`src/rtl/lc3b_types.sv`:
```
// Shared widths for the LC-3b cache hierarchy: address fields, word and line types.
package lc3b_types;

    typedef logic [8:0]   lc3b_c_tag;
    typedef logic [2:0]   lc3b_c_set;
    typedef logic [3:0]   lc3b_c_offset;
    typedef logic [15:0]  lc3b_word;
    typedef logic [127:0] lc3b_line;

    localparam lc3b_word LC3B_LINE_MASK = 16'hFFF0;

    // Physical line base: the offset bits are always zero on the memory side.
    function automatic lc3b_word line_base(lc3b_word addr);
        line_base = addr & LC3B_LINE_MASK;
    endfunction

endpackage

```
`src/rtl/l2_lru_array.sv`:
```
// One LRU bit per set: the stored value names the way to evict next.
module l2_lru_array
    import lc3b_types::*;
(
    input  logic      clk,
    input  logic      rst_n,
    input  lc3b_c_set set_i,
    input  logic      we_i,
    input  logic      din_i,
    output logic      victim_o
);

    logic [7:0] lru_q;

    always_ff @(posedge clk) begin
        if (!rst_n) begin
            lru_q <= '0;
        end else if (we_i) begin
            lru_q[set_i] <= din_i;
        end
    end

    assign victim_o = lru_q[set_i];

endmodule

```
`src/rtl/l2_control.sv`:
```
// Two-way L2 cache controller: hit/miss handling, victim writeback, line fill and perf counters.
module l2_control
    import lc3b_types::*;
(
    input  logic     clk,
    input  logic     rst_n,
    input  logic     mem_read,
    input  logic     mem_write,
    input  lc3b_word mem_address,
    output logic     mem_resp,
    output lc3b_line mem_rdata,
    output logic     pmem_read,
    output logic     pmem_write,
    input  logic     pmem_resp,
    output lc3b_word pmem_address,
    output lc3b_line pmem_wdata,
    input  logic     hit0,
    input  logic     hit1,
    input  logic     dirty0,
    input  logic     dirty1,
    input  lc3b_word addr0,
    input  lc3b_word addr1,
    input  lc3b_line data0,
    input  lc3b_line data1,
    output logic     lru0,
    output logic     lru1,
    output logic     write_back,
    output logic     way_mem_write,
    output logic     src_sel,
    output lc3b_word hit_count,
    output lc3b_word miss_count
);

    typedef enum logic [1:0] {IDLE, WRITEBACK, FILL} state_t;

    state_t    state_q, state_d;
    lc3b_word  hit_cnt_q, hit_cnt_d;
    lc3b_word  miss_cnt_q, miss_cnt_d;
    logic      filled_q, filled_d;

    lc3b_c_set set;
    logic      victim;
    logic      lru_we;
    logic      lru_din;
    logic      req;
    logic      any_hit;
    logic      victim_dirty;

    assign set          = mem_address[6:4];
    assign req          = mem_read | mem_write;
    assign any_hit      = hit0 | hit1;
    assign victim_dirty = victim ? dirty1 : dirty0;

    l2_lru_array u_lru (
        .clk      (clk),
        .rst_n    (rst_n),
        .set_i    (set),
        .we_i     (lru_we),
        .din_i    (lru_din),
        .victim_o (victim)
    );

    assign lru0       = ~victim;
    assign lru1       = victim;
    assign mem_rdata  = hit0 ? data0 : data1;
    assign pmem_wdata = victim ? data1 : data0;

    always_comb begin
        state_d       = state_q;
        hit_cnt_d     = hit_cnt_q;
        miss_cnt_d    = miss_cnt_q;
        filled_d      = filled_q;
        mem_resp      = 1'b0;
        pmem_read     = 1'b0;
        pmem_write    = 1'b0;
        write_back    = 1'b0;
        way_mem_write = 1'b0;
        src_sel       = 1'b0;
        lru_we        = 1'b0;
        lru_din       = hit0;
        pmem_address  = line_base(mem_address);
        case (state_q)
            IDLE: begin
                src_sel = mem_write;
                if (req && any_hit) begin
                    mem_resp      = 1'b1;
                    way_mem_write = mem_write;
                    lru_we        = 1'b1;
                    filled_d      = 1'b0;
                    // The re-evaluation hit that closes a miss is not a fresh hit.
                    if (!filled_q && hit_cnt_q != 16'hFFFF) begin
                        hit_cnt_d = hit_cnt_q + 16'd1;
                    end
                end else if (req) begin
                    if (miss_cnt_q != 16'hFFFF) begin
                        miss_cnt_d = miss_cnt_q + 16'd1;
                    end
                    state_d = victim_dirty ? WRITEBACK : FILL;
                end
            end
            WRITEBACK: begin
                pmem_write   = 1'b1;
                pmem_address = line_base(victim ? addr1 : addr0);
                if (pmem_resp) begin
                    state_d = FILL;
                end
            end
            FILL: begin
                pmem_read = 1'b1;
                if (pmem_resp) begin
                    write_back = 1'b1;
                    filled_d   = 1'b1;
                    state_d    = IDLE;
                end
            end
            default: state_d = IDLE;
        endcase
        // Reset abandons any outstanding transaction without touching the ways.
        if (!rst_n) begin
            mem_resp      = 1'b0;
            pmem_read     = 1'b0;
            pmem_write    = 1'b0;
            write_back    = 1'b0;
            way_mem_write = 1'b0;
            lru_we        = 1'b0;
        end
    end

    always_ff @(posedge clk) begin
        if (!rst_n) begin
            state_q    <= IDLE;
            hit_cnt_q  <= '0;
            miss_cnt_q <= '0;
            filled_q   <= 1'b0;
        end else begin
            state_q    <= state_d;
            hit_cnt_q  <= hit_cnt_d;
            miss_cnt_q <= miss_cnt_d;
            filled_q   <= filled_d;
        end
    end

    assign hit_count  = hit_cnt_q;
    assign miss_count = miss_cnt_q;

endmodule

```
`config.mk`:
```
export PLATFORM = sky130hd
export DESIGN_NAME = l2_control
export DESIGN_NICKNAME = d
export VERILOG_FILES = /design/src/rtl/lc3b_types.sv /design/src/rtl/l2_lru_array.sv /design/src/rtl/l2_control.sv
export SDC_FILE = /design/constraint.sdc
export NUM_CORES = 1
export LEC_CHECK = 0
export BUFFER_PORTS_ARGS = -buffer_cell sky130_fd_sc_hd__buf_4
export CORE_AREA = 2 2 246 248
export DETAILED_ROUTE_END_ITERATION = 10
export DIE_AREA = 0 0 248 250
export SLEW_MARGIN = 20
export SYNTH_ARGS = -nofsm -noshare
export SYNTH_HDL_FRONTEND = slang
export SYNTH_SLANG_ARGS = --single-unit
```
`constraint.sdc`:
```
create_clock -name clk -period 2.9 [get_ports clk]
set_input_delay 0.58 -clock clk [delete_from_list [all_inputs] [get_ports clk]]
set_output_delay 0.58 -clock clk [all_outputs]
set_load 0.05 [all_outputs]
```
==> Flow_metrics.wiki, run 1 <==
{| class="wikitable"
! Metric !! Value
|-
| Outcome || finished, violations left
|-
| Violations in the final reports || setup timing
|-
| CTS tree || yes
|-
| Element type at the critical path end || output pin
|-
| Total count of max-transition violations in the final report || 0
|-
| Pre-CTS setup slack || -214 ps
|-
| Standard-cell rows || 90
|-
| Maximum fanout along the worst path || 7
|-
| Vias in the first global route || 7709
|-
| Area grow syn2layout || 134%
|-
| Most frequent cell after synthesis || sky130_fd_sc_hd__mux2_2
|-
| Post-Synthesis Cell Area || 0.00576 mm²
|-
| Non-filler cells in the finished layout || 2019
|-
| Sum of internal, switching and leakage power || 4.05 mW
|-
| Post-synthesis share of cell area spent on and, or, nand and nor gates || 15.0%
|-
| Adder and majority gate portion of the synthesized area || 0.435%
|-
| Kind of critical path || in2out
|-
| Setup TNS || -12480 ps
|-
| Critical path data required time || 2320 ps
|-
| H-tree levels || 2
|-
| Detailed-route via count || 7774
|-
| Antenna violations before repair || 6
|-
| Average cell area after synthesis || 9.40 µm²
|-
| Critical path arrival || 2490 ps
|-
| Area share of the largest cell type after synthesis || 50.1%
|-
| Time the final worst path needs with I/O delays and setup || 3070 ps
|-
| Fin Clk Skew || 6.81 ps
|-
| Final-report hold violation count || 0
|-
| Final antenna-violating net count || 0
|-
| Most numerous cell types in the synthesized netlist || sky130_fd_sc_hd__mux2_2 (256), sky130_fd_sc_hd__nand2_1 (52), sky130_fd_sc_hd__dfxtp_1 (43)
|-
| Clock-pin slew on the worst setup and hold paths || 60 ps
|-
| Count of buffers from port buffering || 608
|-
| Sequential cell area fraction in the yosys report || 15.0%
|-
| Total length of routed met2 wires || 21700 µm
|-
| Via/cell ratio || 3.85
|-
| Final-report setup violation count || 134
|-
| Unrepaired setup endpoints after global routing || yes
|-
| Multiplexer area fraction after synthesis || 57.3%
|-
| Peak supply drop || 0.182 mV
|-
| Overall Global Routing Usage || 15.7%
|-
| Fraction of final layout cells sized beyond drive strength 1 || 78.1%
|-
| Number of buffers on the longest clock path || 2
|-
| DRC violations left || 0
|-
| Number of top-level pins || 625
|-
| Uppermost layer routed || met5
|-
| Synth area leaders || sky130_fd_sc_hd__mux2_2 (50%), sky130_fd_sc_hd__dfxtp_1 (15%), sky130_fd_sc_hd__mux2i_1 (6.1%)
|-
| Highest attainable clock frequency || 326 MHz
|-
| Half-perimeter wire length after detailed placement || 47700 µm
|-
| Slew margin rel. || 43.8%
|-
| First-pass iteration count of the detailed router || 4
|-
| Post-Synth XOR/XNOR Area || 0%
|-
| CTS Root Buffer Type || sky130_fd_sc_hd__clkbuf_16
|-
| Average detailed-routed wire length per instance || 27.7 µm
|-
| Final weighted congestion of routability-driven global placement || 0.949
|-
| Number of clock sinks || 43
|-
| Min setup slack post-route || -169 ps
|-
| Pin count of the biggest net entering global routing || 59
|-
| YS warnings || 0
|-
| Fraction of synthesis flops using an asynchronous set or reset pin || 0%
|-
| Synth area leader || sky130_fd_sc_hd__mux2_2
|-
| Flops & latches, synth || 43
|-
| Netlist cell types || 56
|-
| Count of nets after finishing || 1547
|-
| Overflow left after global routing || 0
|-
| Skew-Pair Late Insertion Delay || 290 ps
|-
| Gate count of the mapped netlist || 612
|-
| Die span in x || 248 µm
|-
| Drt first-iter violations || 383
|-
| Period utilization || 106%
|-
| Dominant combinational cell family by area after synthesis || multiplexers
|-
| DRT Wirelength || 56000 µm
|-
| Wire length of the first global-routing pass || 65300 µm
|-
| Wire length on met3 || 12500 µm
|-
| Static leakage power || 6.20 nW
|-
| Fraction of the mapped netlist area in compound gates || 7.04%
|-
| Cell Count Post-Placement || 1990
|-
| Most used DFF post-synth || sky130_fd_sc_hd__dfxtp_1
|-
| Worst hold slack across all endpoints || 460 ps
|-
| Power Density || 301 mW/mm²
|-
| Maximum Capacitance Violations || 0
|-
| Transition at the pin with the smallest max-transition slack || 835 ps
|-
| Die area || 0.0620 mm²
|-
| Effective utilization at floorplan || 9.66%
|-
| Tightest Hold Check Type || reg2reg
|-
| Core Box Area || 0.0596 mm²
|-
| EDFF count, synth || 0
|-
| Cts bufs inserted || 5
|-
| Routed met1 length || 20500 µm
|-
| Crit path launch type || input port
|-
| Vertical extent of the die || 250 µm
|}
## final timing paths
| path | from | endpoint | slack [ps] | depth (start not counted) |
|---|---|---|---|---|
| setup / recovery | mem_address[4] | pmem_wdata[35] | -170 | 8 |
| hold / removal | u_lru.lru_q[5] | u_lru.lru_q[5] | 460 | 2 |
| setup reg to reg | hit_count[1] | hit_count[9] | 720 | 5 |
| hold reg to reg | u_lru.lru_q[5] | u_lru.lru_q[5] | 460 | 2 |
## flip-flops by register name, indices dropped and copies added (netlist names)
| register | count |
|---|---|
| filled_q | 1 |
| hit_count | 16 |
| state_q | 2 |
| miss_count | 16 |
| u_lru.lru_q | 8 |
## cells in the final DEF, fill, tap and decap left out, drive strengths merged, types with 3 or more instances in the layout
master   synthesis  routed
nand2b          15      15
buf             25     653
nand4b           4       4
a2111oi          4       4
nand4            8       8
and4bb           3       3
a21oi           12      12
and3             4       4
inv              7       7
o211ai           4       4
mux2i           36      36
nand2           52      52
dfxtp           43      43
nand3           14      14
or4              9       9
nor4            12      12
nor2            11      11
and2             4       4
o31ai            7       7
clkbuf          25      13
mux2           256     256
diode            0       4
and4             4       4
or2              3       3
conb             1       4
o21ai           17      17
## cells by family after synthesis
logic type | Yosys count
compound gates | 60
flops | 43
mux | 294
buf+inv | 58
fa+ha+maj | 2
simple gates | 154
other cells | 1
## power by group
part	switching, mW	leakage [nW]	total [mW]	internal [mW]
registers	0.0125	0.347	0.611	0.598
logic	1.76	5.79	2.88	1.12
clock network	0.244	0.0669	0.562	0.318
## what timing repair did
item	in CTS	in global routing
setup endpoints to repair	135	135
setup buffers	0	7
cloned	0	10
hold buffers	0	0
resized for setup	23	362
pin swaps	0	6
## through the flow
step	instance area, µm²	util, %
floorplan	5920	-
global placement	11500	19.3
detailed placement	11500	19.3
CTS	11700	19.7
global route	13500	22.6
finish	13500	22.6
## critical path, cell delays in order
cell and delay, ps:
sky130_fd_sc_hd__buf_8 80, sky130_fd_sc_hd__mux4_2 520, sky130_fd_sc_hd__mux2i_4 190, sky130_fd_sc_hd__buf_6 170
sky130_fd_sc_hd__clkbuf_16 210, sky130_fd_sc_hd__buf_6 160, sky130_fd_sc_hd__mux2_2 370, sky130_fd_sc_hd__buf_4 200
## layer usage
metal / track usage [%] / vias up
li1: - / 3564
met1: 16.5 / 3717
met2: 21.7 / 458
met3: 16.4 / 31
met4: 2.96 / 4
met5: 1.75 / -
## area by class of cell
type	instances	area (µm²)
flip-flops and latches	43	861
repair buffers	660	6290
inverters	8	30.0
multi-input cells	514	5170
well taps	782	978
clock inverters	2	12.5
fillers	6414	46100
diodes	4	10.0
clock buffers	6	129
No activity file was read; power rests on OpenSTA's default activity.
==> run 2, diff against run 1 <==
--- a/config.mk
+++ b/config.mk
@@ -9,6 +9,7 @@
 export CORE_AREA = 2 2 246 248
 export DETAILED_ROUTE_END_ITERATION = 10
 export DIE_AREA = 0 0 248 250
+export GPL_TIMING_DRIVEN = 0
 export SLEW_MARGIN = 20
 export SYNTH_ARGS = -nofsm -noshare
 export SYNTH_HDL_FRONTEND = slang
==> Flow_metrics.wiki, run 2 (synthesized netlist as in run 1, its figures left out) <==
{| class="wikitable"
! Metric !! Value
|-
| Number of top-level pins || 625 (unchanged)
|-
| Total count of max-transition violations in the final report || 0 (unchanged)
|-
| Sequential share of power || 14.7% (-0.4 points)
|-
| Clock network fraction of design power || 13.6% (-0.3 points)
|-
| Area grow syn2layout || 143%
|-
| CTS Root Buffer Type || sky130_fd_sc_hd__clkbuf_16
|-
| Clock-pin slew on the worst setup and hold paths || 60 ps (about the same)
|-
| Critical path arrival || 2560 ps (+70 ps)
|-
| Antenna violations before repair || 2 (-4)
|-
| Peak supply drop || 0.207 mV (+14%)
|-
| DRT Wirelength || 57400 µm (+2.6%)
|-
| Element type at the critical path end || output pin
|-
| Power Density || 297 mW/mm² (-1.3%)
|-
| Final weighted congestion of routability-driven global placement || 0.936 (-1.4%)
|-
| Finished Core Util || 23.5% (+0.83 points)
|-
| Final antenna-violating net count || 0 (unchanged)
|-
| Pin count of the biggest net entering global routing || 14 (-76%)
|-
| Final-report hold violation count || 0 (unchanged)
|-
| Static leakage power || 6.48 nW (+4.4%)
|-
| Final-report setup violation count || 140 (+4.5%)
|-
| Effective utilization at floorplan || 9.66% (unchanged)
|-
| DRC violations left || 0 (unchanged)
|-
| Half-perimeter wire length after detailed placement || 49700 µm (+4.3%)
|-
| Worst hold slack across all endpoints || 454 ps (-5.84 ps)
|-
| Switching portion of total power || 49.5% (-0.30 points)
|-
| Highest-count cells in the layout ignoring fill and taps || sky130_fd_sc_hd__buf_4 (482), sky130_fd_sc_hd__mux2_2 (150), sky130_fd_sc_hd__mux2_4 (106)
|-
| First-pass iteration count of the detailed router || 5 (+1)
|-
| Violations in the final reports || setup timing
|-
| Via/cell ratio || 3.96 (+2.8%)
|-
| Cts bufs inserted || 5 (unchanged)
|-
| Count of nets after finishing || 1576 (+1.9%)
|-
| Vias in the first global route || 8361 (+8.5%)
|-
| Min setup slack post-route || -245 ps (-75.7 ps)
|-
| Die span in x || 248 µm (unchanged)
|-
| Detailed-route via count || 8098 (+4.2%)
|-
| Maximum fanout along the worst path || 7 (unchanged)
|-
| H-tree levels || 2 (unchanged)
|-
| CTS tree || yes
|-
| Period utilization || 108% (+2.6 points)
|-
| Slew margin rel. || 30.5% (-13 points)
|-
| Standard-cell rows || 90 (unchanged)
|-
| Overflow left after global routing || 0 (unchanged)
|-
| Drt first-iter violations || 430 (+12%)
|-
| Crit path launch type || input port
|-
| Count of buffers from port buffering || 606 (-0.33%)
|-
| Cell internal pwr || 2.09 mW (+2.9%)
|-
| Unrepaired setup endpoints after global routing || yes
|-
| Time the final worst path needs with I/O delays and setup || 3140 ps (+75.7 ps)
|-
| Maximum Capacitance Violations || 0 (unchanged)
|-
| Skew-Pair Late Insertion Delay || 290 ps (about the same)
|-
| Fin Clk Skew || 7.21 ps (+0.403 ps)
|-
| Sum of internal, switching and leakage power || 4.15 mW (+2.3%)
|-
| Die area || 0.0620 mm² (unchanged)
|-
| Number of buffers on the longest clock path || 2 (unchanged)
|-
| Setup slack of the most critical reg-to-reg path || 740 ps (+20 ps)
|-
| Overall Global Routing Usage || 17.3% (+1.6 points)
|-
| Tightest Hold Check Type || reg2reg
|-
| Vertical extent of the die || 250 µm (unchanged)
|-
| Kind of critical path || in2out
|-
| Highest attainable clock frequency || 318 MHz (-2.4%)
|-
| Filler cell count in the final layout || 6396 (-0.28%)
|-
| Net switching power of the design || 2.05 mW (+1.7%)
|-
| Proportion of power drawn by combinational gates || 71.7% (+0.6 points)
|-
| Most frequent standard cell in the layout excluding fill and tap cells || sky130_fd_sc_hd__buf_4
|-
| Average detailed-routed wire length per instance || 28.1 µm (+1.3%)
|-
| Hold buffer count at CTS || 0 (unchanged)
|-
| Outcome || finished, violations left
|-
| Fraction of final layout cells sized beyond drive strength 1 || 77.3% (-0.84 points)
|-
| Number of clock sinks || 43 (unchanged)
|-
| Transition at the pin with the smallest max-transition slack || 1030 ps (+199 ps)
|-
| Wire length of the first global-routing pass || 72400 µm (+11%)
|-
| Core Box Area || 0.0596 mm² (unchanged)
|-
| Critical path data required time || 2320 ps (about the same)
|}
run 2: path summary, 6_finish.rpt:
kind | startpoint | end | cells past startpoint
worst max-delay path | mem_address[4] | pmem_wdata[95] | 10
worst min-delay path | u_lru.lru_q[6] | u_lru.lru_q[6] | 2
worst max register to register | state_q[0] | hit_count[15] | 5
worst min register to register | u_lru.lru_q[6] | u_lru.lru_q[6] | 2
run 2: layout make-up:
class	instances	area, µm²	share of cell area [%]
Multi-Input combinational cell	514	5300	37.9
Buffer	44	354	2.53
Timing Repair Buffer	645	6310	45.1
Tap cell	782	978	7.00
Clock buffer	6	129	0.922
Clock inverter	2	12.5	0.0895
Sequential cell	43	861	6.16
Inverter	8	30.0	0.215
Antenna cell	1	2.50	0.0179
run 2: timing repair:
action,4_1_cts,5_1_grt
buffers inserted,24,11
resized for setup,449,80
setup endpoints to repair,251,147
pin swaps,1,1
gates cloned,10,2
run 2: per-layer routing:
| metal | up-vias | part of all wire, % | wire length, µm | GRT usage (%) |
|---|---|---|---|---|
| met4 | 2 | 1.0 | 587 | 1.63 |
| met1 | 3944 | 41 | 23800 | 21.8 |
| met5 | - | 0.34 | 198 | 2.31 |
| met2 | 507 | 40 | 23100 | 24.9 |
| li1 | 3617 | - | - | - |
| met3 | 28 | 17 | 9750 | 11.7 |
run 2: metrics by stage:
step	area [µm²]	worst slack [ps]	cells	TNS, ps
floorplan	5920	-64.7	615	-64.7
global placement	11400	-854	2003	-126960
detailed placement	11400	-870	2003	-132730
CTS	13800	-319	2045	-25410
global route	14000	-293	2045	-29240
finish	14000	-245	2045	-21140
run 2: critical path: stages:
cell                      delay (ps)
sky130_fd_sc_hd__buf_6            80
sky130_fd_sc_hd__buf_6            90
sky130_fd_sc_hd__mux4_2          520
sky130_fd_sc_hd__mux2i_4         180
sky130_fd_sc_hd__buf_6           180
sky130_fd_sc_hd__buf_12          160
sky130_fd_sc_hd__buf_12          120
sky130_fd_sc_hd__buf_12          130
sky130_fd_sc_hd__mux2_4          340
sky130_fd_sc_hd__buf_6           170
run 2: power groups by stage:
stage                     registers, mW  logic (mW)  clock network (mW)
final                             0.610        2.97               0.563
after global routing              0.610        3.09               0.609
after CTS                         0.610        2.95               0.584
after detailed placement          0.623        2.59                   0
after global placement            0.623        2.58                   0
after floorplan                   0.636        1.44                   0
